--- config.mk ---
export PLATFORM = sky130hd
export DESIGN_NAME = btn_event_ctrl_flat
export DESIGN_NICKNAME = d
export VERILOG_FILES = /design/src/rtl/btn_pkg.sv /design/src/rtl/btn_event_ctrl_if.sv /design/src/rtl/btn_chan_debounce.sv /design/src/rtl/btn_event_ctrl.sv /design/src/flat_wrapper.sv
export SDC_FILE = /design/constraint.sdc
export NUM_CORES = 1
export LEC_CHECK = 0
export ABC_AREA = 0
export CORE_AREA = 2 2 141 143
export CTS_BUF_LIST = sky130_fd_sc_hd__clkbuf_4 sky130_fd_sc_hd__clkbuf_8
export DETAILED_ROUTE_END_ITERATION = 8
export DIE_AREA = 0 0 143 145
export GPL_TIMING_DRIVEN = 1
export PLACE_DENSITY = 0.55
export SYNTH_ARGS = -nofsm -noshare
export SYNTH_HDL_FRONTEND = slang
export SYNTH_HIERARCHICAL = 1
export SYNTH_SLANG_ARGS = --single-unit
export TNS_END_PERCENT = 50
--- constraint.sdc ---
create_clock -name clk -period 3.6 [get_ports clk]
set_input_delay 0.72 -clock clk [delete_from_list [all_inputs] [get_ports clk]]
set_output_delay 0.72 -clock clk [all_outputs]
set_load 0.005 [all_outputs]
--- src/rtl/btn_pkg.sv ---
// rtl/btn_pkg.sv - shared types, defaults and helpers for the button event controller
// Purpose: debounce state encoding, default timing constants and the event code width helper.
// Ports: none (package).
package btn_pkg;

  typedef enum logic [1:0] {
    LO     = 2'd0,
    CHK_HI = 2'd1,
    HI     = 2'd2,
    CHK_LO = 2'd3
  } deb_state_e;

  localparam int STABLE_CYC_DEF = 1000000;
  localparam int REPEAT_DLY_DEF = 30000000;
  localparam int REPEAT_PER_DEF = 10000000;

  // A single channel still needs a 1-bit code field.
  function automatic int code_w(input int ch);
    return (ch > 1) ? $clog2(ch) : 1;
  endfunction

endpackage

--- src/rtl/btn_event_ctrl_if.sv ---
// rtl/btn_event_ctrl_if.sv - valid/ready event port between button controller and CPU bus
// Purpose: carries one queued press event (channel index) per handshake.
// Ports (signals):
//   evt_valid_o  event available (driven by master)
//   evt_code_o   channel index of the presented event (driven by master)
//   evt_ready_i  consumer accepts when valid && ready (driven by slave)
interface btn_event_ctrl_if #(
  parameter int CODE_W = 3
);
  logic              evt_valid_o;
  logic [CODE_W-1:0] evt_code_o;
  logic              evt_ready_i;

  modport master (output evt_valid_o, output evt_code_o, input evt_ready_i);
  modport slave  (input evt_valid_o, input evt_code_o, output evt_ready_i);
endinterface

--- src/rtl/btn_chan_debounce.sv ---
// rtl/btn_chan_debounce.sv - one button channel: synchroniser, debounce FSM, optional auto-repeat
// Purpose: turns a raw asynchronous button into a debounced level plus press/release pulses.
// Optional feature: BTN_AUTOREPEAT_EN adds a repeat timer that emits extra press pulses while held.
// Ports:
//   clk, rst   clock, synchronous active-high reset
//   btn_i      raw button input, 1 = pressed
//   level_o    debounced level
//   press_o    one-cycle pulse on debounced 0->1 (and on each auto-repeat)
//   release_o  one-cycle pulse on debounced 1->0
module btn_chan_debounce
  import btn_pkg::*;
#(
  parameter int STABLE_CYC = STABLE_CYC_DEF,
  parameter int CNT_W      = $clog2(STABLE_CYC + 1)
`ifdef BTN_AUTOREPEAT_EN
  , parameter int REPEAT_DLY = REPEAT_DLY_DEF,
  parameter int REPEAT_PER = REPEAT_PER_DEF
`endif
) (
  input  logic clk,
  input  logic rst,
  input  logic btn_i,
  output logic level_o,
  output logic press_o,
  output logic release_o
);

  localparam logic [1:0]       S_LO     = LO;
  localparam logic [1:0]       S_CHK_HI = CHK_HI;
  localparam logic [1:0]       S_HI     = HI;
  localparam logic [1:0]       S_CHK_LO = CHK_LO;
  localparam logic [CNT_W-1:0] CNT_LAST = CNT_W'(STABLE_CYC - 1);

  logic             sync1_q, sync2_q;
  logic [1:0]       state_q, state_d;
  logic [CNT_W-1:0] cnt_q, cnt_d;
  logic             level_q, level_d;
  logic             press_q, press_d;
  logic             release_q, release_d;

`ifdef BTN_AUTOREPEAT_EN
  localparam int RPT_MAX = (REPEAT_DLY > REPEAT_PER) ? REPEAT_DLY : REPEAT_PER;
  localparam int RPT_W   = $clog2(RPT_MAX + 1);
  localparam logic [RPT_W-1:0] DLY_LAST = RPT_W'(REPEAT_DLY - 1);
  localparam logic [RPT_W-1:0] PER_LAST = RPT_W'(REPEAT_PER - 1);

  logic [RPT_W-1:0] rpt_q, rpt_d;
  logic             arm_q, arm_d;  // first repeat already issued; now on the short period
`endif

  always_comb begin
    state_d   = state_q;
    cnt_d     = cnt_q;
    level_d   = level_q;
    press_d   = 1'b0;
    release_d = 1'b0;
    case (state_q)
      S_LO: begin
        if (sync2_q) begin
          state_d = S_CHK_HI;
          cnt_d   = CNT_W'(1);
        end
      end
      S_CHK_HI: begin
        if (!sync2_q) begin
          state_d = S_LO;
          cnt_d   = '0;
        end else if (cnt_q == CNT_LAST) begin
          state_d = S_HI;
          level_d = 1'b1;
          press_d = 1'b1;
          cnt_d   = '0;
        end else begin
          cnt_d = cnt_q + CNT_W'(1);
        end
      end
      S_HI: begin
        if (!sync2_q) begin
          state_d = S_CHK_LO;
          cnt_d   = CNT_W'(1);
        end
      end
      S_CHK_LO: begin
        if (sync2_q) begin
          state_d = S_HI;
          cnt_d   = '0;
        end else if (cnt_q == CNT_LAST) begin
          state_d   = S_LO;
          level_d   = 1'b0;
          release_d = 1'b1;
          cnt_d     = '0;
        end else begin
          cnt_d = cnt_q + CNT_W'(1);
        end
      end
      default: begin
        state_d = S_LO;
        cnt_d   = '0;
      end
    endcase

`ifdef BTN_AUTOREPEAT_EN
    rpt_d = rpt_q;
    arm_d = arm_q;
    // Counts only while HI; CHK_LO freezes it so a release bounce does not restart the delay.
    if (state_q == S_HI) begin
      if (rpt_q == (arm_q ? PER_LAST : DLY_LAST)) begin
        press_d = 1'b1;
        rpt_d   = '0;
        arm_d   = 1'b1;
      end else begin
        rpt_d = rpt_q + RPT_W'(1);
      end
    end else if (state_q != S_CHK_LO) begin
      rpt_d = '0;
      arm_d = 1'b0;
    end
`endif
  end

  always_ff @(posedge clk) begin
    if (rst) begin
      sync1_q   <= 1'b0;
      sync2_q   <= 1'b0;
      state_q   <= S_LO;
      cnt_q     <= '0;
      level_q   <= 1'b0;
      press_q   <= 1'b0;
      release_q <= 1'b0;
`ifdef BTN_AUTOREPEAT_EN
      rpt_q     <= '0;
      arm_q     <= 1'b0;
`endif
    end else begin
      sync1_q   <= btn_i;
      sync2_q   <= sync1_q;
      state_q   <= state_d;
      cnt_q     <= cnt_d;
      level_q   <= level_d;
      press_q   <= press_d;
      release_q <= release_d;
`ifdef BTN_AUTOREPEAT_EN
      rpt_q     <= rpt_d;
      arm_q     <= arm_d;
`endif
    end
  end

  assign level_o   = level_q;
  assign press_o   = press_q;
  assign release_o = release_q;

endmodule

--- src/rtl/btn_event_ctrl.sv ---
// rtl/btn_event_ctrl.sv - CH-channel debounced push-button front end with queued press events
// Purpose: debounces each button, latches presses in a per-channel pending register and
// drains them lowest-index first through a valid/ready event port.
// Optional feature: BTN_AUTOREPEAT_EN (auto-repeat presses while a button is held).
// Ports:
//   clk, rst        clock, synchronous active-high reset
//   btn_i           raw button inputs, 1 = pressed
//   btn_level_o     debounced levels
//   btn_press_o     one-cycle press pulses
//   btn_release_o   one-cycle release pulses
//   evt             event port (master): evt_valid_o, evt_code_o, evt_ready_i
//   evt_drop_o      one-cycle pulse when a press is lost to an already-pending channel
module btn_event_ctrl
  import btn_pkg::*;
#(
  parameter int CH         = 5,
  parameter int STABLE_CYC = STABLE_CYC_DEF,
  parameter int CNT_W      = $clog2(STABLE_CYC + 1)
`ifdef BTN_AUTOREPEAT_EN
  , parameter int REPEAT_DLY = REPEAT_DLY_DEF,
  parameter int REPEAT_PER = REPEAT_PER_DEF
`endif
) (
  input  logic                    clk,
  input  logic                    rst,
  input  logic [CH-1:0]           btn_i,
  output logic [CH-1:0]           btn_level_o,
  output logic [CH-1:0]           btn_press_o,
  output logic [CH-1:0]           btn_release_o,
  btn_event_ctrl_if.master        evt,
  output logic                    evt_drop_o
);

  localparam int CODE_W = code_w(CH);

  for (genvar g = 0; g < CH; g++) begin : g_chan
    btn_chan_debounce #(
      .STABLE_CYC (STABLE_CYC),
      .CNT_W      (CNT_W)
`ifdef BTN_AUTOREPEAT_EN
      , .REPEAT_DLY (REPEAT_DLY),
      .REPEAT_PER (REPEAT_PER)
`endif
    ) u_deb (
      .clk       (clk),
      .rst       (rst),
      .btn_i     (btn_i[g]),
      .level_o   (btn_level_o[g]),
      .press_o   (btn_press_o[g]),
      .release_o (btn_release_o[g])
    );
  end

  logic [CH-1:0]     pend_q, pend_d;
  logic              valid_q, valid_d;
  logic [CODE_W-1:0] code_q, code_d;
  logic              drop_q, drop_d;

  logic [CH-1:0]     avail;
  logic [CH-1:0]     take;
  logic [CODE_W-1:0] code_sel;
  logic              found;
  logic              load;

  always_comb begin
    // A press arriving this cycle may load straight into an empty event register.
    avail    = pend_q | btn_press_o;
    load     = !valid_q || evt.evt_ready_i;
    found    = 1'b0;
    code_sel = '0;
    take     = '0;
    for (int i = 0; i < CH; i++) begin
      if (avail[i] && !found) begin
        found    = 1'b1;
        code_sel = CODE_W'(i);
        take[i]  = load;
      end
    end

    valid_d = valid_q;
    code_d  = code_q;
    if (load) begin
      valid_d = found;
      if (found) code_d = code_sel;
    end

    // The taken event comes from pend_q when it was set; only then does a new press stay pending.
    pend_d = (pend_q & ~take) | (btn_press_o & ~(take & ~pend_q));
    drop_d = |(btn_press_o & pend_q & ~take);
  end

  always_ff @(posedge clk) begin
    if (rst) begin
      pend_q  <= '0;
      valid_q <= 1'b0;
      code_q  <= '0;
      drop_q  <= 1'b0;
    end else begin
      pend_q  <= pend_d;
      valid_q <= valid_d;
      code_q  <= code_d;
      drop_q  <= drop_d;
    end
  end

  assign evt.evt_valid_o = valid_q;
  assign evt.evt_code_o  = code_q;
  assign evt_drop_o      = drop_q;

endmodule
--- src/flat_wrapper.sv ---
// flat-port wrapper written by rule: the top's interface ports become plain ports
module btn_event_ctrl_flat import btn_pkg::*;
#(
  parameter int CH         = 5,
  parameter int STABLE_CYC = STABLE_CYC_DEF,
  parameter int CNT_W      = $clog2(STABLE_CYC + 1)

)
  (clk, rst, btn_i, btn_level_o, btn_press_o, btn_release_o, evt_drop_o, evt_evt_valid_o, evt_evt_code_o, evt_evt_ready_i);
  btn_event_ctrl_if evt_i ();
  input  logic clk;
  input  logic rst;
  input  logic [CH-1:0] btn_i;
  output logic [CH-1:0] btn_level_o;
  output logic [CH-1:0] btn_press_o;
  output logic [CH-1:0] btn_release_o;
  output logic evt_drop_o;
  output wire logic [$bits(evt_i.evt_valid_o)-1:0] evt_evt_valid_o;
  output wire logic [$bits(evt_i.evt_code_o)-1:0] evt_evt_code_o;
  input wire logic [$bits(evt_i.evt_ready_i)-1:0] evt_evt_ready_i;
  assign evt_evt_valid_o = evt_i.evt_valid_o;
  assign evt_evt_code_o = evt_i.evt_code_o;
  assign evt_i.evt_ready_i = evt_evt_ready_i;
  btn_event_ctrl #(.CH(CH), .STABLE_CYC(STABLE_CYC), .CNT_W(CNT_W)) u_core (.clk(clk), .rst(rst), .btn_i(btn_i), .btn_level_o(btn_level_o), .btn_press_o(btn_press_o), .btn_release_o(btn_release_o), .evt(evt_i), .evt_drop_o(evt_drop_o));
endmodule
# Word level (Yosys, flattened, before mapping)
# Cells that the tools add are included.
# totals
ff_bits	145
in_bits	8
output_inout_bits	20
elab_cells	285
# op_classes
addsub	5
eq_ne	60
muxes	109
bitwise	25
n_reduce_logical	47
# ops
cell	n
20-bit 2-to-1 mux	25
20-bit one-hot mux with 4 select lines	5
20-bit by 1-bit adder with 20-bit output, second input constant	5
20-bit == test, second input constant	5
2-bit 2-to-1 mux	32
2-bit != test, second input constant	30
2-bit one-hot mux with 4 select lines	5
1-bit 2-to-1 mux	36
3-bit != test, second input constant	10
3-bit OR reduction	10
5-bit bitwise AND	5
5-bit AND reduction	5
2-bit == test, second input constant	10
4-bit AND reduction	5
1-bit NOT	15
5-bit NOT	3
2-bit AND reduction	6
2-bit by 1-bit == test with 1-bit output, second input constant	5
2-bit zero test	5
5-bit bitwise OR	2
1-bit one-hot mux with 2 select lines	5
2-bit nonzero test	5
1-bit zero test	5
5-bit OR reduction	1
3 further kinds	6

# Logic depth before layout (Yosys ltp)
# depth
depth_word	18
depth_mapped	8
ltp_nobuf	6

# By module
# Netlist, hierarchy kept.
# by_module_without_submodules
module	instances	cells_per_inst	area_each_um2	seq_area_each_um2
btn_chan_debounce (u_core.g_chan[1].u_deb ...)	3	159	1363.8	540.5
btn_chan_debounce (u_core.g_chan[4].u_deb)	1	188	1525.2	540.5
btn_chan_debounce (u_core.g_chan[0].u_deb)	1	156	1380.1	540.5
btn_event_ctrl	1	58	519.2	200.2

# Worst setup path before layout
# Ideal clock, no wire load.
# synth_path
path_type	register to register
from	reg u_core.g_chan[1].u_deb.cnt_q[11]
to	reg u_core.g_chan[1].u_deb.cnt_q[19]
setup_ns	0.120
arrival_time_ns	1.825
required_time_ns	3.480
path_slack_ns	1.655
path_stages_with_launch	7
n_path_buf	1
cell_sequence	dfxtp_1 or4b_4 nor4_4 a21oi_2 buf_6 and3_4 a211o_1
# synth_between
elab_chain_cells	4
elab_cells_between_ends	6
classes_between	1 x add/sub; 1 x eq/ne; 4 x mux
# synth_rtl
element	line_no	text
start, declared	btn_chan_debounce.sv:36	logic [CNT_W-1:0] cnt_q, cnt_d;
start signal, assigned	btn_chan_debounce.sv:138	cnt_q <= cnt_d;
20-bit by 1-bit adder with 20-bit output or 20-bit == test (tied branches)	--	
20-bit 2-to-1 mux (*)	btn_chan_debounce.sv:68, btn_chan_debounce.sv:87	
20-bit 2-to-1 mux (on tied branches)	btn_chan_debounce.sv:84, btn_chan_debounce.sv:65	
20-bit one-hot mux with 4 select lines (*)	btn_chan_debounce.sv:57	case (state_q)
# Mark *: on every way between the ends. The rest lies on a longest branch, timed or not.
# A chain may end at the register's enable or synchronous reset.

# Worst setup path in the final report
# layout_path
from	reg u_core.g_chan[3].u_deb.sync2_q
to	reg u_core.g_chan[3].u_deb.cnt_q[16]
# layout_between
elab_chain_cells	2
elab_cells_between_ends	6
classes_between	2 x eq/ne; 3 x mux; 1 x reduce/logical
# layout_rtl
element	line_no	text
start, declared	btn_chan_debounce.sv:34	logic sync1_q, sync2_q;
start signal, assigned	btn_chan_debounce.sv:136	sync2_q <= sync1_q;
20-bit 2-to-1 mux (tied with other cells)	btn_chan_debounce.sv:84	if (sync2_q) begin
20-bit one-hot mux with 4 select lines or 2-bit AND reduction (tied branches)	--	
end signal, assigned	btn_chan_debounce.sv:138	
end, declared	btn_chan_debounce.sv:36	
# Several ways; a longest one is shown, not always the timed one.

==> results.ini <==
[status]
status=finished, final reports clean

[grt]
grt_max_degree=24
grt-ovfl-total=0
grt_pass1_wl_um=29080
antenna_found_initial=0
grt_pass1_vias=5835
grt_usage_pct=16.99

[placed_design]
io_buffers=27
dp_cells=1148
dp_hpwl_um=11760
place_area_sq_mm=0.007973
place.gp.congestion=0.8327

[final_layout]
fin_nets=915
area_growth_pct=11.57
diodes=0
num-fill-cells=1946
finalInstanceArea_sq_mm=0.008386
final_cell_count_no_fill=1180
drive_gt1_share_pct=12.24
multi_input_area_sq_mm=0.004300
register_area_sq_mm=0.002903
layout_common_cells=145 x dfxtp_1, 76 x nand2_1, 76 x nand3_1
final_common_cell=dfxtp_1

[clock_network]
cts_hold_buf=0
cts_sinks=145
cts-root-buf=clkbuf_8
htree_num_levels=4
cts_tree=yes
cts-resized-gates=0
clk_path_buf_depth=2
post_cts_buffers=0
cts_made_buffers=17
worstSkewPairLatency_ns=0.45
cts.clk_slew.worst_paths_ns=0.08

[timing]
rsz0062_at_grt=no
relSlewSlack_pct=41.88
fin_skew_ns=0.01501
tightest_slew_ns=0.8718
tns_ns=0
fin_crit_sh_pct=66.45
setup_viol=0
finalHoldViolCount=0
fin_crit_ns=2.392
drv_slew=0
max_freq_ghz=0.4180

[synthesis]
yosys_warnings=6
ys_seq_area_share_pct=38.62
syn_avg_cell_area_sq_um=8.551
synth_edf_count=0
ys_async_sr_fraction_pct=0
synthCells=879
ys_ff_latch=145
netlist_area_sq_mm=0.007516
syn-num-nets=892
synth_cell_types=74
synth_top_flop_cell=dfxtp_1

[floorplan]
die_y_um=145
die_w_um=143
ios=28
die_area_sq_mm=0.02074
core_area_sq_mm=0.01921
initial_utilization_pct=39.13
rows=51

[critical_path]
cp_data_arrival_time_ns=2.77
slowest_stage=a21oi_2
required_ns=3.98
worst_setup_path_start_kind=register
critPathMaxStageDelay_ns=0.72
crit_buf_inv=0
crit_fanout=20
path_cells=xor2_1 > nand3b_1 > a21oi_2 > or2b_1 > a31oi_1
r2r-start=u_core/g_chan[3].u_deb/sync2_q
end_kind=register
ff2ff_path_depth=5
path_depth=5
cp-startpoint=u_core/g_chan[3].u_deb/sync2_q
path_class=reg2reg
critical-path-top-delay-family=compound AO/OA/AOI/OAI gates

[routing]
drt_pre_antenna_iters=5
vias_per_cell=5.484
num_vias=6471
final_antenna_net_count=0
drt_iter0_drc=375
routedWlPerCell_um=14.43
drc_errors=0
routed_wl_um=17020

[hold_path]
hp-start=u_core/g_chan[1].u_deb/sync1_q
hp-class=reg2reg
min_path_cells=1

[pwr]
power_density_mw_per_mm2=366.2
p_total_mw=3.071
ir_drop_mv=0.2092
leakage_nw=2.918

[run]
cap_violations=0

[report_power, final]
part,internal [mW],switching [mW]
Sequential,1.62,0.0154
Combinational,0.0517,0.0649
Clock,0.682,0.639
Total,2.35,0.719
[logic make-up (layout without fill, tap and decap cells)]
family	after synthesis	in the layout	synth area share (%)
AND/OR/NAND/NOR	444	444	35.39
multiplexers	10	10	1.332
AO/OA/AOI/OAI	201	201	17.63
adder cells (fa/ha/maj)	7	7	1.132
XOR/XNOR	14	14	1.731
flip-flops	145	145	38.62
buffers and inverters	58	94	4.162
[registers in the layout, indices dropped and copies added, names as in the netlist, named ones only]
name	cells
u_core/evt.evt_valid_o	1
u_core/g_chan.u_deb/cnt_q	100
u_core/g_chan.u_deb/sync2_q	5
u_core/g_chan.u_deb/press_o	5
u_core/g_chan.u_deb/sync1_q	5
u_core/g_chan.u_deb/level_o	5
u_core/g_chan.u_deb/state_q	5
u_core/evt_drop_o	1
u_core/pend_q	5
u_core/g_chan.u_deb/release_o	5
u_core/evt.evt_code_o	3
[per-stage QoR]
step / utilization (%) / setup slack, ns / hold WS (ns)
floorplan: - / 1.655 / 0.4138
global placement: 41.51 / 1.192 / 0.4174
detailed placement: 41.51 / 1.162 / 0.4231
CTS: 43.66 / 1.258 / 0.4407
global route: 43.66 / 0.9869 / 0.4641
finish: 43.66 / 1.208 / 0.4394
[metal layers]
metal  wire [um]  global-route usage (%)  vias up
li1            -                       -     3367
met1        8496                   23.82     2979
met2        7652                   25.50      100
met3         589                   4.059       25
met4         284                   5.743        0
met5           0                       0        -
[final timing paths]
check / endpoint / slack [ns]
hold reg to reg: u_core/g_chan[1].u_deb/sync2_q / 0.44
setup reg to reg: u_core/g_chan[3].u_deb/cnt_q[16] / 1.21
setup / recovery: u_core/g_chan[3].u_deb/cnt_q[16] / 1.21
hold / removal: u_core/g_chan[1].u_deb/sync2_q / 0.44
[cell usage after synthesis, types with 5 or more instances]
cell type | number | share of area, %
nand2_1 | 76 | 3.8
dfxtp_1 | 145 | 39
a21oi_1 | 42 | 2.8
ha_1 | 5 | 0.83
nor3_1 | 30 | 2.0
o21ai_0 | 46 | 3.1
a31oi_1 | 22 | 1.8
or3b_2 | 6 | 0.70
nand3b_1 | 8 | 0.80
a21o_2 | 10 | 1.2
o31ai_1 | 8 | 0.80
nor4_4 | 8 | 2.3
a211o_1 | 8 | 0.93
clkbuf_1 | 17 | 0.85
a22o_1 | 5 | 0.58
nor3b_1 | 7 | 0.70
o22ai_1 | 5 | 0.42
o21a_1 | 5 | 0.50
a211oi_1 | 11 | 1.1
and3_1 | 12 | 1.0
nand3_1 | 76 | 5.1
o311ai_0 | 7 | 0.82
mux2i_1 | 10 | 1.3
a21o_1 | 7 | 0.70
nor2_1 | 52 | 2.6
or2b_1 | 5 | 0.50
xor2_1 | 11 | 1.3
or3_1 | 23 | 1.9
nor4_1 | 19 | 1.6
nand2b_1 | 7 | 0.58
buf_6 | 9 | 1.3
nor2b_1 | 18 | 1.5
nand4_1 | 43 | 3.6
inv_1 | 24 | 1.2
buf_2 | 5 | 0.33
and3_2 | 7 | 0.70
[final cells by class]
cell class	instances	area share, %
clock buffer	21	3.372
timing repair buffer	38	4.148
inverter	24	1.074
clock inverter	11	1.552
sequential	145	34.62
tap	265	3.954
multi-input combinational	676	51.28
No activity file was read; power rests on OpenSTA's default activity.
